$ cat config.mk
export PLATFORM = sky130hd
export DESIGN_NAME = seq_tx_flat
export DESIGN_NICKNAME = d
export VERILOG_FILES = /design/src/rtl/seq_tx_if.sv /design/src/rtl/seq_tx.sv /design/src/flat_wrapper.sv
export SDC_FILE = /design/constraint.sdc
export NUM_CORES = 1
export LEC_CHECK = 0
export CORE_UTILIZATION = 40
export DETAILED_ROUTE_END_ITERATION = 10
export PLACE_DENSITY = 0.63
export SKIP_LAST_GASP = 1
export SLEW_MARGIN = 20
export SYNTH_ARGS = -nofsm -noshare
export SYNTH_HDL_FRONTEND = slang
export SYNTH_SLANG_ARGS = --single-unit
export TNS_END_PERCENT = 1
$ cat constraint.sdc
create_clock -name clk -period 4.5 [get_ports clk]
set_input_delay 0.9 -clock clk [delete_from_list [all_inputs] [get_ports clk]]
set_output_delay 0.9 -clock clk [all_outputs]
set_load 0.1 [all_outputs]
$ cat src/rtl/seq_tx_if.sv
// Request/response bundle for the serial pattern transmitter.
// The master side drives the request fields, the slave side drives status.
interface seq_tx_if #(
  parameter int unsigned DATA_W = 8,
  parameter int unsigned LEN_W  = 5
);
  logic              start;
  logic [DATA_W-1:0] data;
  logic [LEN_W-1:0]  len;
  logic [3:0]        rep;
  logic [3:0]        gap;
  logic              dout;
  logic              dvalid;
  logic              busy;
  logic              done;
  logic [2:0]        present_state;

  modport master (
    output start, data, len, rep, gap,
    input  dout, dvalid, busy, done, present_state
  );

  modport slave (
    input  start, data, len, rep, gap,
    output dout, dvalid, busy, done, present_state
  );
endinterface

$ cat src/rtl/seq_tx.sv
// Serial pattern transmitter: sends the top len bits of a captured word
// MSB-first, repeated rep extra times with gap idle bit-times in between,
// then pulses done for one cycle. All outputs are decoded from registers.
module seq_tx #(
  parameter int unsigned DATA_W = 8,
  parameter int unsigned LEN_W  = 5
) (
  input  logic   clk,
  input  logic   clr,
  seq_tx_if.slave bus
);

  typedef enum logic [2:0] {
    ST_IDLE  = 3'b000,
    ST_SHIFT = 3'b001,
    ST_GAP   = 3'b010,
    ST_DONE  = 3'b011
  } state_t;

  localparam logic [LEN_W-1:0] LP_LEN_MAX = LEN_W'(DATA_W);

  state_t            r_state;
  state_t            w_state_nxt;

  logic [DATA_W-1:0] r_pat;
  logic [DATA_W-1:0] r_shift;
  logic [LEN_W-1:0]  r_len;
  logic [LEN_W-1:0]  r_bitcnt;
  logic [3:0]        r_rep;
  logic [3:0]        r_gap;
  logic [3:0]        r_gapcnt;

  logic              w_len_ok;
  logic              w_last_bit;
  logic              w_gap_last;

  logic              w_load;
  logic              w_shift_step;
  logic              w_reload;
  logic              w_gap_clr;
  logic              w_gap_step;

  // Qualifiers for request acceptance and frame/gap termination
  always_comb begin
    w_len_ok   = (bus.len != '0) && (bus.len <= LP_LEN_MAX);
    w_last_bit = (r_bitcnt == (r_len - LEN_W'(1)));
    w_gap_last = (r_gapcnt == (r_gap - 4'd1));
  end

  // State register
  always_ff @(posedge clk or posedge clr) begin
    if (clr) begin
      r_state <= ST_IDLE;
    end else begin
      r_state <= w_state_nxt;
    end
  end

  // Next-state decode and datapath control strobes
  always_comb begin
    w_state_nxt  = r_state;
    w_load       = 1'b0;
    w_shift_step = 1'b0;
    w_reload     = 1'b0;
    w_gap_clr    = 1'b0;
    w_gap_step   = 1'b0;
    case (r_state)
      ST_IDLE: begin
        if (bus.start && w_len_ok) begin
          w_load      = 1'b1;
          w_state_nxt = ST_SHIFT;
        end
      end
      ST_SHIFT: begin
        if (w_last_bit) begin
          if (r_rep != '0) begin
            if (r_gap != '0) begin
              w_gap_clr   = 1'b1;
              w_state_nxt = ST_GAP;
            end else begin
              // Zero gap: reload in place so the next frame follows with no bubble
              w_reload = 1'b1;
            end
          end else begin
            w_state_nxt = ST_DONE;
          end
        end else begin
          w_shift_step = 1'b1;
        end
      end
      ST_GAP: begin
        if (w_gap_last) begin
          w_reload    = 1'b1;
          w_state_nxt = ST_SHIFT;
        end else begin
          w_gap_step = 1'b1;
        end
      end
      ST_DONE: begin
        w_state_nxt = ST_IDLE;
      end
      default: begin
        w_state_nxt = ST_IDLE;
      end
    endcase
  end

  // Captured request, shift register and counters
  always_ff @(posedge clk or posedge clr) begin
    if (clr) begin
      r_pat    <= '0;
      r_shift  <= '0;
      r_len    <= '0;
      r_bitcnt <= '0;
      r_rep    <= '0;
      r_gap    <= '0;
      r_gapcnt <= '0;
    end else begin
      if (w_load) begin
        r_pat    <= bus.data;
        r_shift  <= bus.data;
        r_len    <= bus.len;
        r_rep    <= bus.rep;
        r_gap    <= bus.gap;
        r_bitcnt <= '0;
        r_gapcnt <= '0;
      end
      if (w_shift_step) begin
        r_shift  <= {r_shift[DATA_W-2:0], 1'b0};
        r_bitcnt <= r_bitcnt + LEN_W'(1);
      end
      if (w_reload) begin
        r_shift  <= r_pat;
        r_bitcnt <= '0;
        r_rep    <= r_rep - 4'd1;
      end
      if (w_gap_clr) begin
        r_gapcnt <= '0;
      end
      if (w_gap_step) begin
        r_gapcnt <= r_gapcnt + 4'd1;
      end
    end
  end

  // Moore outputs decoded from the state register
  always_comb begin
    bus.dvalid        = (r_state == ST_SHIFT);
    bus.dout          = (r_state == ST_SHIFT) ? r_shift[DATA_W-1] : 1'b0;
    bus.busy          = (r_state != ST_IDLE);
    bus.done          = (r_state == ST_DONE);
    bus.present_state = r_state;
  end

endmodule

$ cat src/flat_wrapper.sv
// flat-port wrapper written by rule: the top's interface ports become plain ports
module seq_tx_flat 
#(
  parameter int unsigned DATA_W = 8,
  parameter int unsigned LEN_W  = 5
)
  (clk, clr, bus_start, bus_data, bus_len, bus_rep, bus_gap, bus_dout, bus_dvalid, bus_busy, bus_done, bus_present_state);
  seq_tx_if #(.DATA_W(DATA_W), .LEN_W(LEN_W)) bus_i ();
  input  logic clk;
  input  logic clr;
  input wire logic [$bits(bus_i.start)-1:0] bus_start;
  input wire logic [$bits(bus_i.data)-1:0] bus_data;
  input wire logic [$bits(bus_i.len)-1:0] bus_len;
  input wire logic [$bits(bus_i.rep)-1:0] bus_rep;
  input wire logic [$bits(bus_i.gap)-1:0] bus_gap;
  output wire logic [$bits(bus_i.dout)-1:0] bus_dout;
  output wire logic [$bits(bus_i.dvalid)-1:0] bus_dvalid;
  output wire logic [$bits(bus_i.busy)-1:0] bus_busy;
  output wire logic [$bits(bus_i.done)-1:0] bus_done;
  output wire logic [$bits(bus_i.present_state)-1:0] bus_present_state;
  assign bus_i.start = bus_start;
  assign bus_i.data = bus_data;
  assign bus_i.len = bus_len;
  assign bus_i.rep = bus_rep;
  assign bus_i.gap = bus_gap;
  assign bus_dout = bus_i.dout;
  assign bus_dvalid = bus_i.dvalid;
  assign bus_busy = bus_i.busy;
  assign bus_done = bus_i.done;
  assign bus_present_state = bus_i.present_state;
  seq_tx #(.DATA_W(DATA_W), .LEN_W(LEN_W)) u_core (.clk(clk), .clr(clr), .bus(bus_i));
endmodule
# ---- After elaboration in Yosys (flattened, before gate mapping)
# Index checks and enable logic that the tools add are counted.
dict set report word_totals {
  ff_bits 41
  inputBits 24
  out_inout_bits 7
  word_cells 67
}
dict set report op_classes {
  n_lt_le_gt_ge 1
  reduce_logical 11
  eq_ne 9
  n_mux 33
  n_addsub 5
}
# operator count
set op_table {}
lappend op_table {{8-bit 2-to-1 mux} 3}
lappend op_table {{4-bit 2-to-1 mux} 5}
lappend op_table {{1-bit 2-to-1 mux} 15}
lappend op_table {{3-bit 2-to-1 mux} 5}
lappend op_table {{5-bit 2-to-1 mux} 3}
lappend op_table {{3-bit one-hot mux with 3 select lines} 1}
lappend op_table {{3-bit nonzero test} 3}
lappend op_table {{4-bit nonzero test} 2}
lappend op_table {{4-bit by 1-bit subtractor with 4-bit output, second input constant} 2}
lappend op_table {{3-bit by 2-bit == test with 1-bit output, second input constant} 2}
lappend op_table {{2-bit by 1-bit != test with 1-bit output, second input constant} 3}
lappend op_table {{5-bit by 1-bit adder with 5-bit output, second input constant} 1}
lappend op_table {{5-bit == test} 1}
lappend op_table {{5-bit by 4-bit less-or-equal comparator with 1-bit output, second input constant} 1}
lappend op_table {{5-bit nonzero test} 1}
lappend op_table {{5-bit by 1-bit subtractor with 5-bit output, second input constant} 1}
lappend op_table {{4-bit by 1-bit adder with 4-bit output, second input constant} 1}
lappend op_table {{4-bit == test} 1}
lappend op_table {{4-bit AND reduction} 1}
lappend op_table {{3-bit by 1-bit == test with 1-bit output, second input constant} 1}
lappend op_table {{3-bit zero test} 1}
lappend op_table {{3-bit != test, second input constant} 1}
lappend op_table {{1-bit logical AND} 2}
lappend op_table {{1-bit one-hot mux with 2 select lines} 1}
lappend op_table {{2-bit nonzero test} 1}

# ---- Longest topological paths before layout
# Gate-level depths: netlist of run 1.
dict set report depth {
  ltp_word 8
  ltp_mapped 9
  mapped_depth_nobuf 7
}

# ---- Worst setup path before layout of run 1
# OpenSTA, ideal clock, no wires.
dict set report synth_path {
  path_type {flip-flop to output port}
  from {reg u_core.r_state[0] (netlist: u_core.bus.present_state[0])}
  to {out bus_dout}
  n_path_buf 1
  required_ns 3.600
  path_stages_with_launch 4
  setup_slack_ns 0.434
  arrival_time_ns 3.166
  cell_sequence {dfrtp_1 ha_1 buf_1 and2_1}
}
dict set report synth_via {
  elab_chain_len 2
}
# item line_no
set synth_rtl {}
lappend synth_rtl {{from (decl)} seq_tx.sv:22} ;# state_t r_state;
lappend synth_rtl {{from (signal assigned)} seq_tx.sv:55} ;# r_state <= w_state_nxt;
lappend synth_rtl {{3-bit by 1-bit == test with 1-bit output} n/a}
lappend synth_rtl {{named net bus_dvalid} flat_wrapper.sv:17} ;# output wire logic [$bits(bus_i.dvalid)-1:0] bus_dvalid;
lappend synth_rtl {{1-bit 2-to-1 mux} seq_tx.sv:149} ;# bus.dout = (r_state == ST_SHIFT) ? r_shift[DATA_W-1] : 1'b0;
lappend synth_rtl {{to (decl)} flat_wrapper.sv:16} ;# output wire logic [$bits(bus_i.dout)-1:0] bus_dout;
# The timed path passes the listed nets, and every way through them passes these cells.

# ---- Final worst setup path of run 1
dict set report layout_path {
  from {reg u_core.r_state[1] (netlist: u_core.bus.present_state[1])}
  to {out bus_dvalid}
}
dict set report layout_via {
  elab_chain_len 1
}
# item line_no
set layout_rtl {}
lappend layout_rtl {{3-bit by 1-bit == test with 1-bit output} seq_tx.sv:148} ;# bus.dvalid = (r_state == ST_SHIFT);
lappend layout_rtl {{to (decl)} flat_wrapper.sv:17}
# No other way between the ends.

==> summary.md, run 1 <==
| Metric | Value |
|---|---|
| CTS root buffer | clkbuf_8 |
| Routed WL | 5.24 mm |
| Worst Setup End Kind | primary output |
| Crit-path max FO | 15 |
| DP HPWL | 3.54 mm |
| Starting Density | 41.5% |
| Yosys top cell area share | 40.7% |
| WHS Path Cells | 2 |
| Worst skew pair latency | 300 ps |
| Most frequent cell after synthesis | nand2_1 |
| DRC | 0 |
| Routed WL per cell | 14.6 um |
| Post-Synth Simple-Gate Area | 18.7% |
| Cells after Synth | 259 |
| Layout Nets | 319 |
| 1st-iter DRT viols | 102 |
| #FFs+latches synth | 40 |
| Design area | 2910 sq um |
| Switching fraction of total power | 20.6% |
| Placed Area | 2770 sq um |
| Yosys cell types | 58 |
| Least-Margin Pin Slew | 964 ps |
| Core footprint | 5920 sq um |
| # fillers | 551 |
| Setup bufs post-CTS | 0 |
| FP Rows | 28 |
| Die X | 80.4 um |
| Post-CTS resize count | 0 |
| Pin count of the biggest net entering global routing | 41 |
| Number of global-route vias before repair | 1898 |
| Port bufs | 29 |
| # IOs | 31 |
| Largest family of logic cells by synthesized area | compound AO/OA/AOI/OAI gates |
| Final Cycle Share | 79.6% |
| Vias | 1951 |
| Chip height | 80.4 um |
| Unrepaired setup endpoints after global routing | false |
| Clk sinks | 40 |
| Fin. Hold Viols | 0 |
| Worst Skew | 5.85 ps |
| Pint | 0.574 mW |
| R2R Path End | u_core.r_rep[1] |
| Max Slew Vio Count | 0 |
| Min Clock Period, post-route | 3580 ps |
| Max-slew headroom | 35.5% |
| Setup TNS | 0 ps |
| Synth area leaders | dfrtp_1 41%, nand2_1 8.1%, ha_1 5.6%, o21ai_0 3.3%, xnor2_1 2.1% |
| Sequential area share after synthesis | 40.7% |
| H-tree levels | 2 |
| Die ar. | 6460 sq um |
| Startpoint types | flip-flop |
| Gpl congestion | 0.746 |
| Hold_buf cts | 0 |
| Vias per inst | 5.42 |
| Synth warn | 0 |
| Endpoint, Worst Hold | u_core.r_pat[2] |
| RR Startpoint | u_core.bus.present_state[1] |
| Endpoints failing setup | 0 |
| CTS tree | done |
| Antenna violations before repair | 0 |
| Adder-Cell Fraction of Synth Area | 5.60% |
| Cell taking the most area after synthesis | dfrtp_1 |
| Outcome | completed |
| Net Sw Power | 0.149 mW |
| R2r setup slk | 1660 ps |
| GR Overflow Total | 0 |
| Gr usage total | 18.6% |
| ANT nets after route | 0 |
| Post-synthesis mux area share | 4.33% |
| Combinational share of power | 5.0% |
| Power Density | 249 nW/um^2 |
| Area Growth Syn to Fin | 18.2% |
| Number of diodes | 0 |
| Post-Syn Nets | 294 |
| Reg clk slew, reported paths | 80 ps |
| First-pass GRT wire length | 9.12 mm |
| Xor-xnor portion of the synthesized cell area | 5.14% |
| Leak | 1.27 nW |
| Max Cap Viol | 0 |
| Max frequency | 279 MHz |
| Drt pass-1 iters | 4 |
| Clk pwr share | 45.3% |
| Hold Startpoint | u_core.r_pat[2] |
| Compound-cell area share of the yosys netlist | 19.2% |
| Hold Crit Class | flip-flop to flip-flop |
| Kind of critical path | flip-flop to primary output |
| Most frequent cells after synthesis | 53 x nand2_1, 40 x dfrtp_1, 16 x o21ai_0 |
| Max clock buf depth | 2 |
| Post-synthesis cell area | 2460 sq um |
| R2r worst-path depth | 8 |
| Critical Path AT | 2680 ps |
| Num CTS Buffers | 5 |
| Sequential Power Share | 49.7% |
| Syn avg cell area | 9.49 sq um |
| Most used DFF post-synth | dfrtp_1 |
| Max VDD drop | 0.122 mV |
| Critical Path RT | 3600 ps |
| Number of enable flip-flop cells after synthesis | 0 |
| Asr flop ratio synth | 100% |
| Layout cells sized above 1 | 9.82% |
layout by cell type, fill, tap and decap left out, types with 2 or more instances in the layout:
master,instances
nand2_1,53
dfrtp_1,40
clkdlybuf4s50_1,28
o21ai_0,16
inv_1,12
ha_1,11
nor3_1,10
a21oi_1,8
nand3_1,7
clkbuf_8,7
xnor2_1,6
buf_4,6
mux2i_1,5
o31ai_1,5
o211ai_1,5
or3_1,4
xor2_1,4
a31oi_1,4
o211a_1,4
o22ai_1,3
mux2_2,3
o31a_1,2
a211o_1,2
o21a_1,2
a211oi_4,2
nor2_1,2
mux2_1,2
nand4_1,2
o31ai_2,2
nor2b_1,2
and2_1,2
worst max path at each step:
stage | endpoint | cells after the start | slack (ps) | start
5_1_grt | bus_dvalid | 3 | 780 | u_core.bus.present_state[1]
3_3_place_gp | u_core.r_gapcnt[2] | 5 | 1210 | bus_len[0]
3_5_place_dp | u_core.r_gapcnt[3] | 5 | 1160 | bus_len[0]
4_1_cts | bus_dvalid | 3 | 880 | u_core.bus.present_state[1]
6_report | bus_dvalid | 3 | 920 | u_core.bus.present_state[1]
2_1_floorplan | bus_dout | 3 | 430 | u_core.bus.present_state[0]
power by group through the flow:
stage          combinational, mW  sequential (mW)  clock [mW]
4_1_cts                   0.0370            0.359       0.336
3_5_place_dp              0.0369            0.366           0
5_1_grt                   0.0397            0.359       0.351
6_report                  0.0362            0.359       0.328
3_3_place_gp              0.0367            0.366           0
2_1_floorplan             0.0119            0.366           0
critical path, cell delays in order (launching register included):
cell,delay (ps)
dfrtp_1,440
inv_1,130
ha_1,560
clkdlybuf4s50_1,1250
logic make-up after synthesis:
kind of cell / after synthesis
muxes: 10
xor gates and xnor gates: 12
DFF: 40
other: 1
and+or+nand+nor: 94
adders and majority gates: 11
buffers and inverters: 28
AOI/OAI and AO/OA: 63
registers in the layout, summed over array words and instances (netlist names):
signal	count
u_core.bus.present_state	2
u_core.r_bitcnt	5
u_core.r_gap	4
u_core.r_gapcnt	4
u_core.r_len	5
u_core.r_pat	8
u_core.r_rep	4
u_core.r_shift	8
final cells by class:
type	instances	area [sq um]	area share [%]
clock buffers	7	96.3	3.32
clock inverters	1	30.0	1.03
inverters	12	45.0	1.55
multi-input cells	191	1310	45.2
flip-flops and latches	40	1000	34.5
well taps	75	93.8	3.23
repair buffers	34	325	11.2
per-stage QoR:
stage	instances	utilization (%)	total power, mW	setup WS [ps]	hold WS, ps
2_1_floorplan	259	-	0.378	434	439
3_3_place_gp	352	46.8	0.403	1210	453
3_5_place_dp	352	46.8	0.403	1160	457
4_1_cts	360	48.9	0.732	882	477
5_1_grt	360	49.1	0.750	784	506
6_report	360	49.1	0.723	918	471
routing by layer:
layer	wire length (um)	up-vias	global-route usage, %	share of wire [%]
li1	-	966	-	-
met1	2610	937	25.6	50
met2	2350	39	29.2	45
met3	210	9	3.52	4.0
met4	73	0	6.43	1.4
met5	0	-	0	0
No activity file was read; power rests on OpenSTA's default activity.
==> inputs of run 2 (changes only) <==
--- a/config.mk
+++ b/config.mk
@@ -7,7 +7,7 @@
 export LEC_CHECK = 0
 export CORE_UTILIZATION = 40
 export DETAILED_ROUTE_END_ITERATION = 10
-export PLACE_DENSITY = 0.63
+export PLACE_DENSITY = 0.65
 export SKIP_LAST_GASP = 1
 export SLEW_MARGIN = 20
 export SYNTH_ARGS = -nofsm -noshare
==> constraint.sdc (replaced) <==
create_clock -name clk -period 3 [get_ports clk]
set_input_delay 0.6 -clock clk [delete_from_list [all_inputs] [get_ports clk]]
set_output_delay 0.6 -clock clk [all_outputs]
set_load 0.1 [all_outputs]
==> run 2 against run 1 <==
Compared with the run above: utilization about the same; clock-buffer cell count fell by 1; largest cell class unchanged; cell count increased by 0.83%; sequential share of layout area barely moved; critical endpoint is now u_core.r_shift[1]; worst hold slack improved by 3.8 ps; critical path type is now flip-flop to flip-flop; combinational power increased by 49%; non-clock buffer count increased by 3; wire length is 4.6% higher; die area did not move; first-iteration DRC count rose by 68%; register-to-register slack got worse by 1100 ps.
==> summary.md, run 2 (same netlist as run 1, synthesis figures left out) <==
| Metric | Value |
|---|---|
| Port bufs | 29 (unchanged) |
| Worst skew pair latency | 290 ps (about the same) |
| Final std cells w/o fill | 363 (+0.83%) |
| Routed wl met2 | 2.50 mm (+6.3%) |
| Startpoint types | flip-flop |
| Number of diodes | 0 (unchanged) |
| # fillers | 592 (+7.4%) |
| CTS tree | done |
| Min Clock Period, post-route | 2450 ps |
| Final Cycle Share | 81.7% |
| Vias per inst | 5.39 (-0.47%) |
| Gr usage total | 19.0% (+0.37 points) |
| Chip height | 80.4 um (unchanged) |
| Power Density | 355 nW/um^2 (+43%) |
| Layout cells sized above 1 | 13.2% (+3.4 points) |
| Buf/Inv on CP | 2 (unchanged) |
| Worst Setup End Kind | flip-flop |
| Setup TNS | 0 ps (unchanged) |
| Most frequent cells in the layout | 53 x nand2_1, 39 x dfrtp_1, 23 x clkdlybuf4s50_1 |
| Die ar. | 6460 sq um (unchanged) |
| Pin count of the biggest net entering global routing | 41 (unchanged) |
| Biggest regs | u_core.r_pat (8), u_core.r_shift (8) |
| Max Slew Vio Count | 0 (unchanged) |
| Layout Nets | 322 (+0.94%) |
| H-tree levels | 2 (unchanged) |
| Number of global-route vias before repair | 1992 (+5.0%) |
| Leak | 1.28 nW (+0.68%) |
| Crit-path cells | inv_1, ha_1, xor2_1, o211ai_2, a211oi_2, buf_4, nor3_1, o31ai_1 |
| Outcome | completed |
| FP Rows | 28 (unchanged) |
| First-pass GRT wire length | 9.53 mm (+4.5%) |
| Least-Margin Pin Slew | 670 ps (-294 ps) |
| Unrepaired setup endpoints after global routing | false |
| Pre-CTS WS | 396 ps (-767 ps) |
| CP peak stage delay | 610 ps (-640 ps) |
| Net Sw Power | 0.218 mW (+46%) |
| Crit-path max FO | 10 (-5) |
| Worst Skew | 3.53 ps (-2.32 ps) |
| Area Growth Syn to Fin | 18.3% (about the same) |
| Switching fraction of total power | 21.1% (+0.49 points) |
| Num CTS Buffers | 5 (unchanged) |
| Max VDD drop | 0.187 mV (+54%) |
| DR WL met3 | 220 um (+4.8%) |
| Max Cap Viol | 0 (unchanged) |
| Core footprint | 5920 sq um (unchanged) |
| Max Used Layer | met4 |
| CTS root buffer | clkbuf_8 |
| Reg clk slew, reported paths | 80 ps (about the same) |
| Leading cell type in the layout, fill and taps excluded | nand2_1 |
| Max-slew headroom | 55.3% (+20 points) |
| Post-CTS resize count | 0 (unchanged) |
| Met1 wire length | 2.73 mm (+4.6%) |
| Routed WL | 5.48 mm (+4.6%) |
| Setup bufs post-CTS | 0 (unchanged) |
| 1st-iter DRT viols | 171 (+68%) |
| # IOs | 31 (unchanged) |
| Area taken by flip-flops and latches | 1000 sq um (+0.12%) |
| Cell Count Post-Placement | 355 (+0.85%) |
| PnR worst setup slack | 548 ps (-370 ps) |
| Clk pwr share | 42.6% (-2.7 points) |
| Hold Crit Class | flip-flop to flip-flop |
| Hold_buf cts | 0 (unchanged) |
| Max clock buf depth | 2 (unchanged) |
| CP max-delay cell | a211oi_2 |
| GR Overflow Total | 0 (unchanged) |
| DP HPWL | 3.78 mm (+7.0%) |
| Fin. Hold Viols | 0 (unchanged) |
| Gpl congestion | 0.763 (+2.3%) |
| Antenna violations before repair | 0 (unchanged) |
| Pint | 0.815 mW (+42%) |
| Starting Density | 41.5% (unchanged) |
| Vias | 1958 (+0.36%) |
| ANT nets after route | 0 (unchanged) |
| Area of the multi-input gates | 1310 sq um (-0.29%) |
| Routed WL per cell | 15.1 um (+3.7%) |
| Critical Path RT | 3190 ps (-410 ps) |
| Endpoints failing setup | 0 (unchanged) |
| R2r setup slk | 550 ps (-1110 ps) |
| Combinational share of power | 5.2% (+0.2 points) |
| Clk sinks | 40 (unchanged) |
| DRC | 0 (unchanged) |
| Sequential Power Share | 52.2% (+2.5 points) |
| Die X | 80.4 um (unchanged) |
| Critical Path AT | 2640 ps (-40 ps) |
| CP top delay family | compound AO/OA/AOI/OAI gates |
| Final Util | 49.1% (about the same) |
| Kind of critical path | flip-flop to flip-flop |
| Drt pass-1 iters | 4 (unchanged) |
| Max frequency | 408 MHz |
-- run 2: layer usage --
layer  global-route usage, %  up-vias
met5                       0        -
met4                    4.82        0
met2                    30.0       46
li1                        -      967
met3                    3.52        4
met1                    26.6      941
-- run 2: cell type report --
cell class	instances	area share, %
Inverter	12	1.55
Tap cell	75	3.23
Clock buffer	6	2.50
Timing Repair Buffer	37	12.0
Multi-Input combinational cell	191	45.1
Sequential cell	40	34.5
Clock inverter	2	1.21
-- run 2: path summary, 6_finish.rpt --
kind | start | endpoint | cells past startpoint
max in group asynchronous | clr | u_core.bus.present_state[0] | 3
max | u_core.r_len[0] | u_core.r_shift[1] | 8
min reg2reg | u_core.r_pat[2] | u_core.r_pat[2] | 2
max reg2reg | u_core.r_len[0] | u_core.r_shift[1] | 8
min in group asynchronous | clr | u_core.r_rep[0] | 3
min | u_core.r_pat[2] | u_core.r_pat[2] | 2
-- run 2: per-stage QoR --
step	cell area [sq um]	hold WS (ps)	power, mW
floorplan	2460	439	0.567
CTS	2910	480	1.05
detailed placement	2800	457	0.605
global route	2910	505	1.07
finish	2910	475	1.03
global placement	2800	455	0.604
-- run 2: worst min-delay path, stage by stage (launching register included) --
cell and delay (ps):
dfrtp_1 350, nand2_1 50, nand2_1 50
-- run 2: power by group through the flow --
stage	clock network, mW	registers, mW	logic [mW]
2_1_floorplan	0	0.549	0.0178
5_1_grt	0.470	0.539	0.0595
3_3_place_gp	0	0.549	0.0549
3_5_place_dp	0	0.549	0.0552
4_1_cts	0.452	0.539	0.0557
6_report	0.440	0.539	0.0540
